--- config.mk ---
export PLATFORM = sky130hd
export DESIGN_NAME = ebi_master
export DESIGN_NICKNAME = d
export VERILOG_FILES = /design/src/rtl/ebi_pkg.sv /design/src/rtl/ebi_phase_timer.sv /design/src/rtl/ebi_master.sv
export SDC_FILE = /design/constraint.sdc
export NUM_CORES = 1
export LEC_CHECK = 0
export CAP_MARGIN = 10
export CORE_MARGIN = 2
export CORE_UTILIZATION = 45
export CTS_BUF_LIST = sky130_fd_sc_hd__clkbuf_8
export CTS_CLUSTER_SIZE = 16
export DETAILED_ROUTE_END_ITERATION = 7
export PLACE_DENSITY = 0.84
export SYNTH_ARGS = -nofsm -noshare
export SYNTH_HDL_FRONTEND = slang
export SYNTH_SLANG_ARGS = --single-unit
--- constraint.sdc ---
create_clock -name clk -period 1.6 [get_ports clk]
set_input_delay 0.32 -clock clk [delete_from_list [all_inputs] [get_ports clk]]
set_output_delay 0.32 -clock clk [all_outputs]
set_load 0.1 [all_outputs]
--- src/rtl/ebi_pkg.sv ---
// Shared EBI definitions: FSM encoding, bank/register map and default bus timing.
// Imported by the ebi_master initiator and by the FPGA EBI responder.
package ebi_pkg;

    typedef enum logic [2:0] {
        ST_IDLE,
        ST_ADDR,
        ST_AHOLD,
        ST_STROBE,
        ST_HOLD,
        ST_RECOVER
    } ebi_state_e;

    localparam logic [3:0]  EBI_BANK_REG   = 4'h0;
    localparam logic [3:0]  EBI_BANK_BRAM  = 4'h1;
    localparam logic [12:0] EBI_REG_DUMMY0 = 13'h0000;
    localparam logic [12:0] EBI_REG_DUMMY1 = 13'h0002;

    localparam int EBI_ADDR_CYC_DEF    = 2;
    localparam int EBI_STROBE_CYC_DEF  = 4;
    localparam int EBI_HOLD_CYC_DEF    = 1;
    localparam int EBI_IDLE_CYC_DEF    = 2;
    localparam int EBI_TIMEOUT_CYC_DEF = 64;

    function automatic int ebi_max4(input int a, input int b, input int c, input int d);
        int m;
        m = a;
        if (b > m) m = b;
        if (c > m) m = c;
        if (d > m) m = d;
        return m;
    endfunction

endpackage

--- src/rtl/ebi_phase_timer.sv ---
// Loadable down-counter shared by every bus phase; done flags the last cycle of a phase.
module ebi_phase_timer #(
    parameter int W = 3
) (
    input  logic         clk,
    input  logic         rst,
    input  logic         load,
    input  logic [W-1:0] load_val,
    output logic [W-1:0] value,
    output logic         done
);

    always_ff @(posedge clk) begin
        if (rst)
            value <= '0;
        else if (load)
            value <= load_val;
        else if (value != '0)
            value <= value - 1'b1;
    end

    assign done = (value == '0);

endmodule

--- src/rtl/ebi_master.sv ---
// EBI bus initiator: one multiplexed A/D bus cycle per accepted request, all outputs registered.
// Optional EBI_MASTER_ARDY_EN adds ebi_ardy wait-state support with a timeout and rsp_err.
module ebi_master
    import ebi_pkg::*;
#(
    parameter int ADDR_CYC   = EBI_ADDR_CYC_DEF,
    parameter int STROBE_CYC = EBI_STROBE_CYC_DEF,
    parameter int HOLD_CYC   = EBI_HOLD_CYC_DEF,
    parameter int IDLE_CYC   = EBI_IDLE_CYC_DEF
`ifdef EBI_MASTER_ARDY_EN
    , parameter int TIMEOUT_CYC = EBI_TIMEOUT_CYC_DEF
`endif
) (
    input  logic        clk,
    input  logic        rst,
    input  logic        req_valid,
    output logic        req_ready,
    input  logic        req_we,
    input  logic [16:0] req_addr,
    input  logic [15:0] req_wdata,
    output logic        rsp_valid,
    output logic [15:0] rsp_rdata,
`ifdef EBI_MASTER_ARDY_EN
    input  logic        ebi_ardy,
    output logic        rsp_err,
`endif
    output logic [15:0] ebi_ad_out,
    output logic        ebi_ad_oe,
    input  logic [15:0] ebi_ad_in,
    output logic        ebi_ale,
    output logic        ebi_csn,
    output logic        ebi_ren,
    output logic        ebi_wen
);

    localparam int CW = $clog2(ebi_max4(ADDR_CYC, STROBE_CYC, HOLD_CYC, IDLE_CYC)) + 1;

    ebi_state_e    state, state_nxt;
    logic          we_q, nxt_we, accept, strobe_end, tmo_hit;
    logic [15:0]   addr_q, wdata_q, nxt_addr, nxt_wdata, ad_n;
    logic          csn_n, ale_n, ren_n, wen_n, oe_n, ready_n, rspv_n;
    logic          t_load, t_done;
    logic [CW-1:0] t_val, unused_t_value;
    logic          unused_addr_lsb;

    assign unused_addr_lsb = req_addr[0];
    assign accept          = (state == ST_IDLE) && req_valid && req_ready;

    ebi_phase_timer #(.W(CW)) u_timer (
        .clk      (clk),
        .rst      (rst),
        .load     (t_load),
        .load_val (t_val),
        .value    (unused_t_value),
        .done     (t_done)
    );

`ifdef EBI_MASTER_ARDY_EN
    localparam int TW = $clog2(TIMEOUT_CYC + 1);
    logic [TW-1:0] tmo_cnt;

    // Timeout counts consecutive ardy-low strobe cycles, including the minimum strobe.
    assign tmo_hit    = (state == ST_STROBE) && !ebi_ardy && (tmo_cnt == TW'(TIMEOUT_CYC - 1));
    assign strobe_end = (t_done && ebi_ardy) || tmo_hit;

    always_ff @(posedge clk) begin
        if (rst) begin
            tmo_cnt <= '0;
            rsp_err <= 1'b0;
        end else begin
            tmo_cnt <= (state == ST_STROBE && !ebi_ardy) ? tmo_cnt + 1'b1 : '0;
            rsp_err <= tmo_hit;
        end
    end
`else
    assign tmo_hit    = 1'b0;
    assign strobe_end = t_done;
`endif

    always_comb begin
        state_nxt = state;
        t_load    = 1'b0;
        t_val     = '0;
        case (state)
            ST_IDLE:    if (accept)     begin state_nxt = ST_ADDR;    t_load = 1'b1; t_val = CW'(ADDR_CYC - 1);   end
            ST_ADDR:    if (t_done)     begin state_nxt = ST_AHOLD;   t_load = 1'b1; t_val = '0;                  end
            ST_AHOLD:   if (t_done)     begin state_nxt = ST_STROBE;  t_load = 1'b1; t_val = CW'(STROBE_CYC - 1); end
            ST_STROBE:  if (strobe_end) begin state_nxt = ST_HOLD;    t_load = 1'b1; t_val = CW'(HOLD_CYC - 1);   end
            ST_HOLD:    if (t_done)     begin state_nxt = ST_RECOVER; t_load = 1'b1; t_val = CW'(IDLE_CYC - 1);   end
            ST_RECOVER: if (t_done)     begin state_nxt = ST_IDLE;                                                end
            default:                    state_nxt = ST_IDLE;
        endcase

        // Outputs are registered from the next state, so they line up with the state register.
        nxt_we    = accept ? req_we         : we_q;
        nxt_addr  = accept ? req_addr[16:1] : addr_q;
        nxt_wdata = accept ? req_wdata      : wdata_q;
        csn_n   = 1'b1;
        ale_n   = 1'b1;
        ren_n   = 1'b1;
        wen_n   = 1'b1;
        oe_n    = 1'b0;
        ad_n    = ebi_ad_out;
        ready_n = 1'b0;
        rspv_n  = 1'b0;
        case (state_nxt)
            ST_IDLE:  ready_n = 1'b1;
            ST_ADDR:  begin csn_n = 1'b0; ale_n = 1'b0; oe_n = 1'b1; ad_n = nxt_addr; end
            ST_AHOLD: begin csn_n = 1'b0; oe_n = nxt_we; ad_n = nxt_addr; end
            ST_STROBE: begin
                csn_n = 1'b0;
                if (nxt_we) begin
                    wen_n = 1'b0;
                    oe_n  = 1'b1;
                    ad_n  = nxt_wdata;
                end else begin
                    ren_n = 1'b0;
                end
            end
            ST_HOLD: begin
                csn_n  = 1'b0;
                rspv_n = (state != ST_HOLD);
                oe_n   = nxt_we && (state != ST_HOLD);
            end
            default: ;
        endcase
    end

    always_ff @(posedge clk) begin
        if (rst) begin
            state      <= ST_IDLE;
            ebi_csn    <= 1'b1;
            ebi_ale    <= 1'b1;
            ebi_ren    <= 1'b1;
            ebi_wen    <= 1'b1;
            ebi_ad_oe  <= 1'b0;
            ebi_ad_out <= '0;
            req_ready  <= 1'b0;
            rsp_valid  <= 1'b0;
            rsp_rdata  <= '0;
            we_q       <= 1'b0;
            addr_q     <= '0;
            wdata_q    <= '0;
        end else begin
            state      <= state_nxt;
            ebi_csn    <= csn_n;
            ebi_ale    <= ale_n;
            ebi_ren    <= ren_n;
            ebi_wen    <= wen_n;
            ebi_ad_oe  <= oe_n;
            ebi_ad_out <= ad_n;
            req_ready  <= ready_n;
            rsp_valid  <= rspv_n;
            we_q       <= nxt_we;
            addr_q     <= nxt_addr;
            wdata_q    <= nxt_wdata;
            if (state == ST_STROBE && strobe_end && !we_q && !tmo_hit)
                rsp_rdata <= ebi_ad_in;
        end
    end

endmodule

-- Word-level counts from Yosys, hierarchy flattened
Index checks and enable logic that the tools add are counted.
Widths: inputs -> output; s select.
- input port bits: 53
- output and inout bits: 39
- word-level logic and storage cells: 73
- register bits after elaboration: 78
- bitwise logic cells: 2
- equal/unequal tests: 11
- reductions and logical operators: 18
- add/sub/neg operators: 1
- multiplexer cells: 27
- operators by type and width (cell ; number):
    $mux 16 ; 3
    $pmux 16 s2 ; 1
    $mux 3 ; 8
    $pmux 3 s6 ; 1
    $eq 3x2->1 const B ; 4
    $mux 1 ; 10
    $eq 3x3->1 const B ; 3
    $logic_not 3->1 ; 3
    $reduce_or 4->1 ; 2
    $eq 3x1->1 const B ; 2
    $pmux 2 s3 ; 1
    $reduce_or 2->1 ; 3
    $logic_and 1x1->1 ; 5
    $pmux 1 s4 ; 1
    $reduce_bool 2->1 ; 2
    $ne 3x3->1 const B ; 1
    $reduce_bool 3->1 ; 1
    $sub 3x1->3 const B ; 1
    $mux 2 ; 1
    $ne 2x2->1 const B ; 1
    $not 1->1 ; 2
    $pmux 1 s2 ; 1
    $reduce_and 2->1 ; 1
    $logic_not 1->1 ; 1

-- Longest topological paths before layout
- depth after elaboration: 9
- depth in mapped cells: 9
- gate-level depth less buffers: 7

-- Modules after synthesis
A second synthesis with hierarchy kept.
- cell total of the unflattened synthesis: 416
- area, all modules: 3400.8 um2
- by module, submodules not included (module ; cells an instance ; area an instance (um2) ; times used ; seq. area each (um2)):
    ebi_master ; 394 ; 3194.3 ; 1 ; 1501.4
    ebi_phase_timer ; 22 ; 206.4 ; 1 ; 60.1

-- Worst setup path before layout
No wires, ideal clock.
- path kind: reg2reg
- start: register req_ready
- end: register ebi_ad_oe
- path buffers: 0
- cell stages (with the launch flop): 6
- required time: 1484 ps
- setup time: 116 ps
- setup slack: -595 ps
- arrival time: 2080 ps
- clock period less this slack: 2195 ps
- path through: dfxtp_1 > nand2_1 > nor4_4 > mux2i_1 > o21ai_1 > and3b_1
- longest elaborated chain between the ends: 5
- elaborated cells between the ends (all ways): 11
- those cells by class: eq/ne (4); mux (5); reduce/logical (2)
- RTL lines (what ; RTL line ; text):
    from (decl) ; ebi_master.sv:17 ; output logic req_ready,
    from (signal assigned) ; ebi_master.sv:152 ; req_ready <= ready_n;
    $logic_and 1x1->1 * ; ebi_master.sv:47 ; assign accept = (state == ST_IDLE) && req_valid && req_ready;
    $mux 3 ; ebi_master.sv:85 ; ST_IDLE: if (accept) begin state_nxt = ST_ADDR; t_load = 1'b1; t_val = CW'(ADDR_CYC - 1); end
    $pmux 3 s6 ; ebi_master.sv:84 ; case (state)
    $eq 3x3->1, or another cell as far along ; ebi_master.sv:106 ; case (state_nxt)
    $pmux 1 s4 * ; ebi_master.sv:106 ;
    to (signal assigned) ; ebi_master.sv:150 ; ebi_ad_oe <= oe_n;
    to (decl) ; ebi_master.sv:28 ; output logic ebi_ad_oe,
Mark *: on every way between the ends. The rest lies on a longest branch, timed or not.
A chain may end at the register's enable or synchronous reset.

-- Worst setup path in the final report
- start: register state[0]
- end: register ebi_wen
- longest elaborated chain between the ends: 8
- elaborated cells between the ends (all ways): 20
- those cells by class: eq/ne (6); mux (9); bitwise (1); reduce/logical (4)
- RTL lines (what ; RTL line ; text):
    from (decl) ; ebi_master.sv:38 ; ebi_state_e state, state_nxt;
    from (signal assigned) ; ebi_master.sv:145 ; state <= state_nxt;
    $logic_not 3->1 ; ebi_master.sv:47, ebi_master.sv:84 ;
    $logic_and 1x1->1 (2 in series) ; ebi_master.sv:47 ;
    $mux 3 ; ebi_master.sv:85 ;
    $pmux 3 s6 ; ebi_master.sv:84 ;
    $eq 3x2->1 ; ebi_master.sv:106 ;
    $not 1->1 (no source line) ; - ;
    $reduce_or 2->1 (no source line) ; - ;
    to (signal assigned) ; ebi_master.sv:149 ; ebi_wen <= wen_n;
    to (decl) ; ebi_master.sv:33 ; output logic ebi_wen
Several ways; a longest one is shown, not always the timed one.

==> impl_metrics.json <==
{
  "outcome": "complete, but fails checks",
  "violations": "setup timing",
  "synth-main-ff-cell": "dfxtp_1",
  "drive_above_1_share": 0.283,
  "instances_no_fill": 615,
  "gr-total-overflow": 0,
  "synth_fp_nets": 451,
  "critical_path_required_ns": 1.84,
  "netlist_instances": 396,
  "num_vias": 3348,
  "cts_buffer_depth": 2,
  "final_hold_viol_count": 0,
  "p_leak_nw": 1.99,
  "core-area_mm2": 0.00725,
  "finalSetupViolations": 30,
  "grt_util_all_layers": 0.244,
  "skew_ns": 0.0110,
  "die_area_mm2": 0.00817,
  "worst-setup-path-type": "reg -> reg",
  "grt_pass1_vias": 3418,
  "p_total_mw": 9.72,
  "critPathCaptureType": "flip-flop",
  "cts.sink_count": 78,
  "drv_slew": 0,
  "dp_hpwl_um": 6660,
  "start_util": 0.463,
  "critical_path_arrival_ns": 1.93,
  "dr.pass1.iters": 7,
  "drv_cap": 0,
  "synth_area_mm2": 0.00336,
  "mostFrequentLayoutCells": "99 x nand2_1, 72 x dfxtp_1, 50 x clkdlybuf4s50_1",
  "path_clk_slew_ns": 0.08,
  "ys_types": 39,
  "critPathMaxFanout": 8,
  "cts.root.buffer_cell": "clkbuf_8",
  "cts_made_buffers": 9,
  "antenna_found_initial": 0,
  "dp_cells": 590,
  "area_delta_synth_final_pct": 60.2,
  "grt_setup_unrepaired": "true",
  "relSlewSlack": 0.762,
  "hp-class": "in -> reg",
  "synth-edff-count": 0,
  "postPlaceCellArea_mm2": 0.00492,
  "cts_tree": "yes",
  "p_per_area_mw_per_mm2": 1810,
  "die_x_um": 90.4,
  "synth-async-reset-ratio": 0,
  "yosys_warnings": 0,
  "drc_errors": 0,
  "wl_um": 10500,
  "fin_crit_ns": 1.69,
  "ys_ff_latch": 78,
  "max-vdd-ir-drop_mv": 0.913,
  "grt_pass1_wl_um": 16200,
  "holdWs_ns": 0.254,
  "seq_area_frac_synth": 0.465,
  "drt_iter0_drc": 274,
  "avgSynthCellArea_um2": 8.48,
  "mostFrequentLayoutCell": "nand2_1",
  "n_antenna_cell": 0,
  "grt_max_degree": 49,
  "die_y_um": 90.4,
  "num_rows": 31,
  "routed_via_density": 5.44,
  "pre_cts_ws_ns": -0.407,
  "fin_crit_sh": 1.06,
  "clock.fmax_mhz": 591,
  "clock_latency_ns": 0.36,
  "wl_per_cell_um": 17.1,
  "io_buffers": 90,
  "pin_count": 92,
  "htreeDepth": 3,
  "fin_ws_ns": -0.0926,
  "nets": 566,
  "worst_pin_slew_ns": 0.357,
  "gp_congestion": 0.807,
  "drt.antenna.violating_nets": 0,
  "startpoint_type": "flip-flop",
  "utilization": 0.742,
  "finalSetupTns_ns": -0.916,
  "fin_area_mm2": 0.00538
}
-- flip-flops by register name (all words and copies together), names as in the netlist, 3 cells and up --
| register | count |
|---|---|
| addr_q | 16 |
| state | 3 |
| wdata_q | 16 |
| ebi_ad_out | 16 |
| u_timer.value | 3 |
| rsp_rdata | 16 |
-- power by group --
group | total, mW | leakage (nW) | switching (mW) | internal [mW]
combinational | 5.51 | 1.24 | 3.21 | 2.30
sequential | 2.67 | 0.636 | 0.338 | 2.33
clock | 1.54 | 0.107 | 0.771 | 0.773
total | 9.72 | 1.99 | 4.32 | 5.41
-- cell usage after synthesis (all sizes together) (3+ instances only) --
library cell / n / area, um2
a31oi: 18 / 113
dfxtp: 78 / 1560
inv: 20 / 75.1
a21oi: 55 / 287
o32ai: 16 / 215
xnor2: 3 / 45.1
nand2: 102 / 388
nor2: 27 / 109
nor3: 4 / 20.0
buf: 20 / 141
a21boi: 16 / 120
o21ai: 5 / 25.0
clkbuf: 9 / 33.8
-- kinds of logic after synthesis --
group                    Yosys count  share of synthesized area
AND/OR/NAND/NOR                  146                      0.187
XOR/XNOR                           3                     0.0134
adder cells (fa/ha/maj)            2                    0.00745
AO/OA/AOI/OAI                    116                      0.246
multiplexers                       2                    0.00596
flip-flops                        78                      0.465
buffers and inverters             49                     0.0745
-- worst max-delay path, stage by stage, from the launching register on --
cell,delay (ns)
dfxtp_2,0.34
buf_12,0.14
nor4_4,0.33
buf_4,0.22
mux2i_4,0.08
buf_6,0.14
or3_1,0.31
-- routing by layer --
| metal | part of all wire | vias to the layer above | GRT usage |
|---|---|---|---|
| met1 | 0.40 | 1616 | 0.282 |
| li1 | - | 1571 | - |
| met5 | 0 | - | 0 |
| met3 | 0.053 | 25 | 0.0551 |
| met4 | 0.029 | 0 | 0.119 |
| met2 | 0.52 | 136 | 0.427 |
-- repair_timing --
item | 4_1_cts | 5_1_grt
cloned | 0 | 1
setup buffers | 2 | 6
hold buffers | 0 | 0
endpoints found under the setup margin | 19 | 37
pin swaps | 5 | 2
gates resized for setup | 23 | 25
-- worst paths after layout --
path,start,end,slack [ns],cells after the start
max,state[0],ebi_wen,-0.09,6
min,rst,ebi_ale,0.25,2
max reg2reg,state[0],ebi_wen,-0.09,6
min reg2reg,addr_q[4],addr_q[4],0.46,2
-- cell type report --
type	count	area, um2
multi-input combinational	269	1660
clock inverter	6	67.6
sequential	78	1570
timing repair buffer	133	1740
fill	461	1870
tap	99	124
inverter	20	75.1
clock buffer	10	138
Power figures use the tool's default switching activity.
==> RTL change (config.mk and constraints unchanged) <==
The option `EBI_MASTER_ARDY_EN` is turned on by a define.
--- a/src/rtl/ebi_master.sv
+++ b/src/rtl/ebi_master.sv
@@ -2,2 +2,4 @@
 // Optional EBI_MASTER_ARDY_EN adds ebi_ardy wait-state support with a timeout and rsp_err.
+`define EBI_MASTER_ARDY_EN
+
 module ebi_master
Ports: changed (added ebi_ardy and rsp_err); port bits go from 92 to 94. The function was not compared with the original's and may differ.
==> RTL change against the unedited design <==
The flow still finishes with violations (setup timing); wire length grew 6.3%; total power shrank 7.6%; synthesized cell count shrank 15%; critical path type unchanged; global-route usage grew 0.53 points; synthesized area grew 3.7%; design area grew 10%; sequential cell count grew 8; worst setup slack lost 0.49 ns; highest routed layer unchanged; sequential power grew 4%; cell count shrank 5.4%.
==> RTL change: results <==
metrics = {
    "synthesis": {
        "ys_seq_area_frac": 0.495,
        "synthAdderAreaFrac": 0.0108,
        "synth_nets": 392,
        "synth_compound_area_frac": 0.155,
        "synthTopCellsByArea": "dfxtp_1 (49%), mux2i_1 (9.2%), nor2_1 (5.3%), o221ai_2 (4.3%), nand2_1 (4.0%)",
        "synthTopCellsByCount": "dfxtp_1 (86), nor2_1 (49), nand2_1 (37), mux2i_1 (32), a21oi_1 (18)",
        "synthMuxAreaShare": 0.0963,
        "synth_top_cell_by_area": "dfxtp_1",
        "yosysUniqueCellTypes": 49,
        "synth_xor_area_frac": 0.0248,
        "async_flop_share": 0,
    },
    "cts": {
        "clk_pin_slew_worst_paths_ns": 0.09,
        "htree_levels": 3,
        "cts_root_buffer": "clkbuf_8",
        "clk_latency_ns": 0.37,
        "max-clock-path-buffers": 2,
        "cts_buffers": 9,
    },
    "critical_path": {
        "max_stage_delay_ns": 0.35,
        "cp_max_fo": 4,
        "crit_type": "flip-flop to flip-flop",
        "arrival_ns": 2.46,
        "worstRegToRegCells": 9,
        "critPathLaunch": "u_timer.value[0]",
        "r2r-end": "ebi_ad_out[10]",
        "path_delay_family": "simple AND/OR/NAND/NOR gates",
    },
    "min_path": {
        "hold_class": "primary input to flip-flop",
        "hold_path_end": "state[1]",
        "hold_start": "rst",
    },
    "finish": {
        "diodes": 0,
        "final.fill_count": 430,
        "drive_gt1_frac": 0.440,
        "nets": 532,
    },
    "placed_design": {
        "hpwl_um": 6510,
        "io_buffers": 92,
        "place_ws_ns": -0.894,
        "gp_congestion": 0.861,
    },
    "power": {
        "pwr-share-seq": 0.309,
        "comb_power_share": 0.523,
        "power.switching_mw": 3.79,
        "ir_drop_mv": 1.20,
        "powerDensity_nw_per_um2": 1510,
        "p_leak_nw": 2.16,
    },
    "outcome": {
        "violations": "setup timing",
        "outcome": "finished with violations",
    },
    "sta": {
        "slew_headroom": 0.707,
        "whs_ns": 0.338,
        "setup_violations": 71,
        "fin_worst_skew_ns": 0.0240,
        "final.setup.worst_slack_ns": -0.580,
    },
    "routing": {
        "wire_per_inst_um": 19.2,
        "drt_iter0_markers": 183,
        "dr.pass1.iters": 5,
        "ant_nets": 0,
        "routed-via-count": 3154,
    },
    "global_routing": {
        "grt_max_degree": 29,
        "grt_first_pass_wirelength_um": 16400,
        "grt_pass1_vias": 3409,
        "grt.total_usage": 0.249,
        "antenna_found_initial": 0,
    },
}
-- RTL change: cell types whose count changed in the layout (fill, tap and decap cells not counted), moves of 15 or more --
cell | before | now
nor2_1 | 26 | 49
a21oi_1 | 48 | 17
mux2i_2 | 0 | 19
o32ai_2 | 15 | 0
inv_1 | 18 | 3
nand2_1 | 99 | 35
a31oi_1 | 18 | 1
-- RTL change: layer usage --
layer  GRT usage  wire, um
met1       0.271      4090
met2       0.459      5960
met3      0.0493       646
met4       0.123       451
met5           0         0
-- RTL change: what timing repair did --
action / CTS / global route
hold buffers: 0 / 0
cloned: 4 / 0
endpoints found under the setup margin: 72 / 83
resized for setup: 42 / 38
setup buffers: 8 / 3
pin swaps: 14 / 8
-- RTL change: final cells by class --
type                    instances  share of cell area
multi-input cells             223               0.333
repair buffers                149               0.317
flip-flops and latches         86               0.293
clock buffers                  10              0.0232
well taps                     102              0.0215
clock inverters                 6             0.00886
inverters                       6             0.00380
-- RTL change: cell families (layout without fill, tap and decap cells) --
| family | Yosys count | in the layout |
|---|---|---|
| flip-flops | 86 | 86 |
| buffers and inverters | 27 | 171 |
| adder cells (fa/ha/maj) | 3 | 3 |
| AO/OA/AOI/OAI | 65 | 65 |
| multiplexers | 33 | 33 |
| XOR/XNOR | 9 | 9 |
| AND/OR/NAND/NOR | 112 | 113 |
-- RTL change: metrics by stage --
| stage | cell area, um^2 | TNS [ns] | utilization | instances |
|---|---|---|---|---|
| after floorplan | 3620 | -11.05 | - | 335 |
| after global placement | 5230 | -36.25 | 0.688 | 552 |
| after detailed placement | 5230 | -39.96 | 0.688 | 552 |
| after CTS | 5710 | -11.40 | 0.751 | 579 |
| after global routing | 5930 | -18.80 | 0.780 | 582 |
| final | 5930 | -13.68 | 0.780 | 582 |
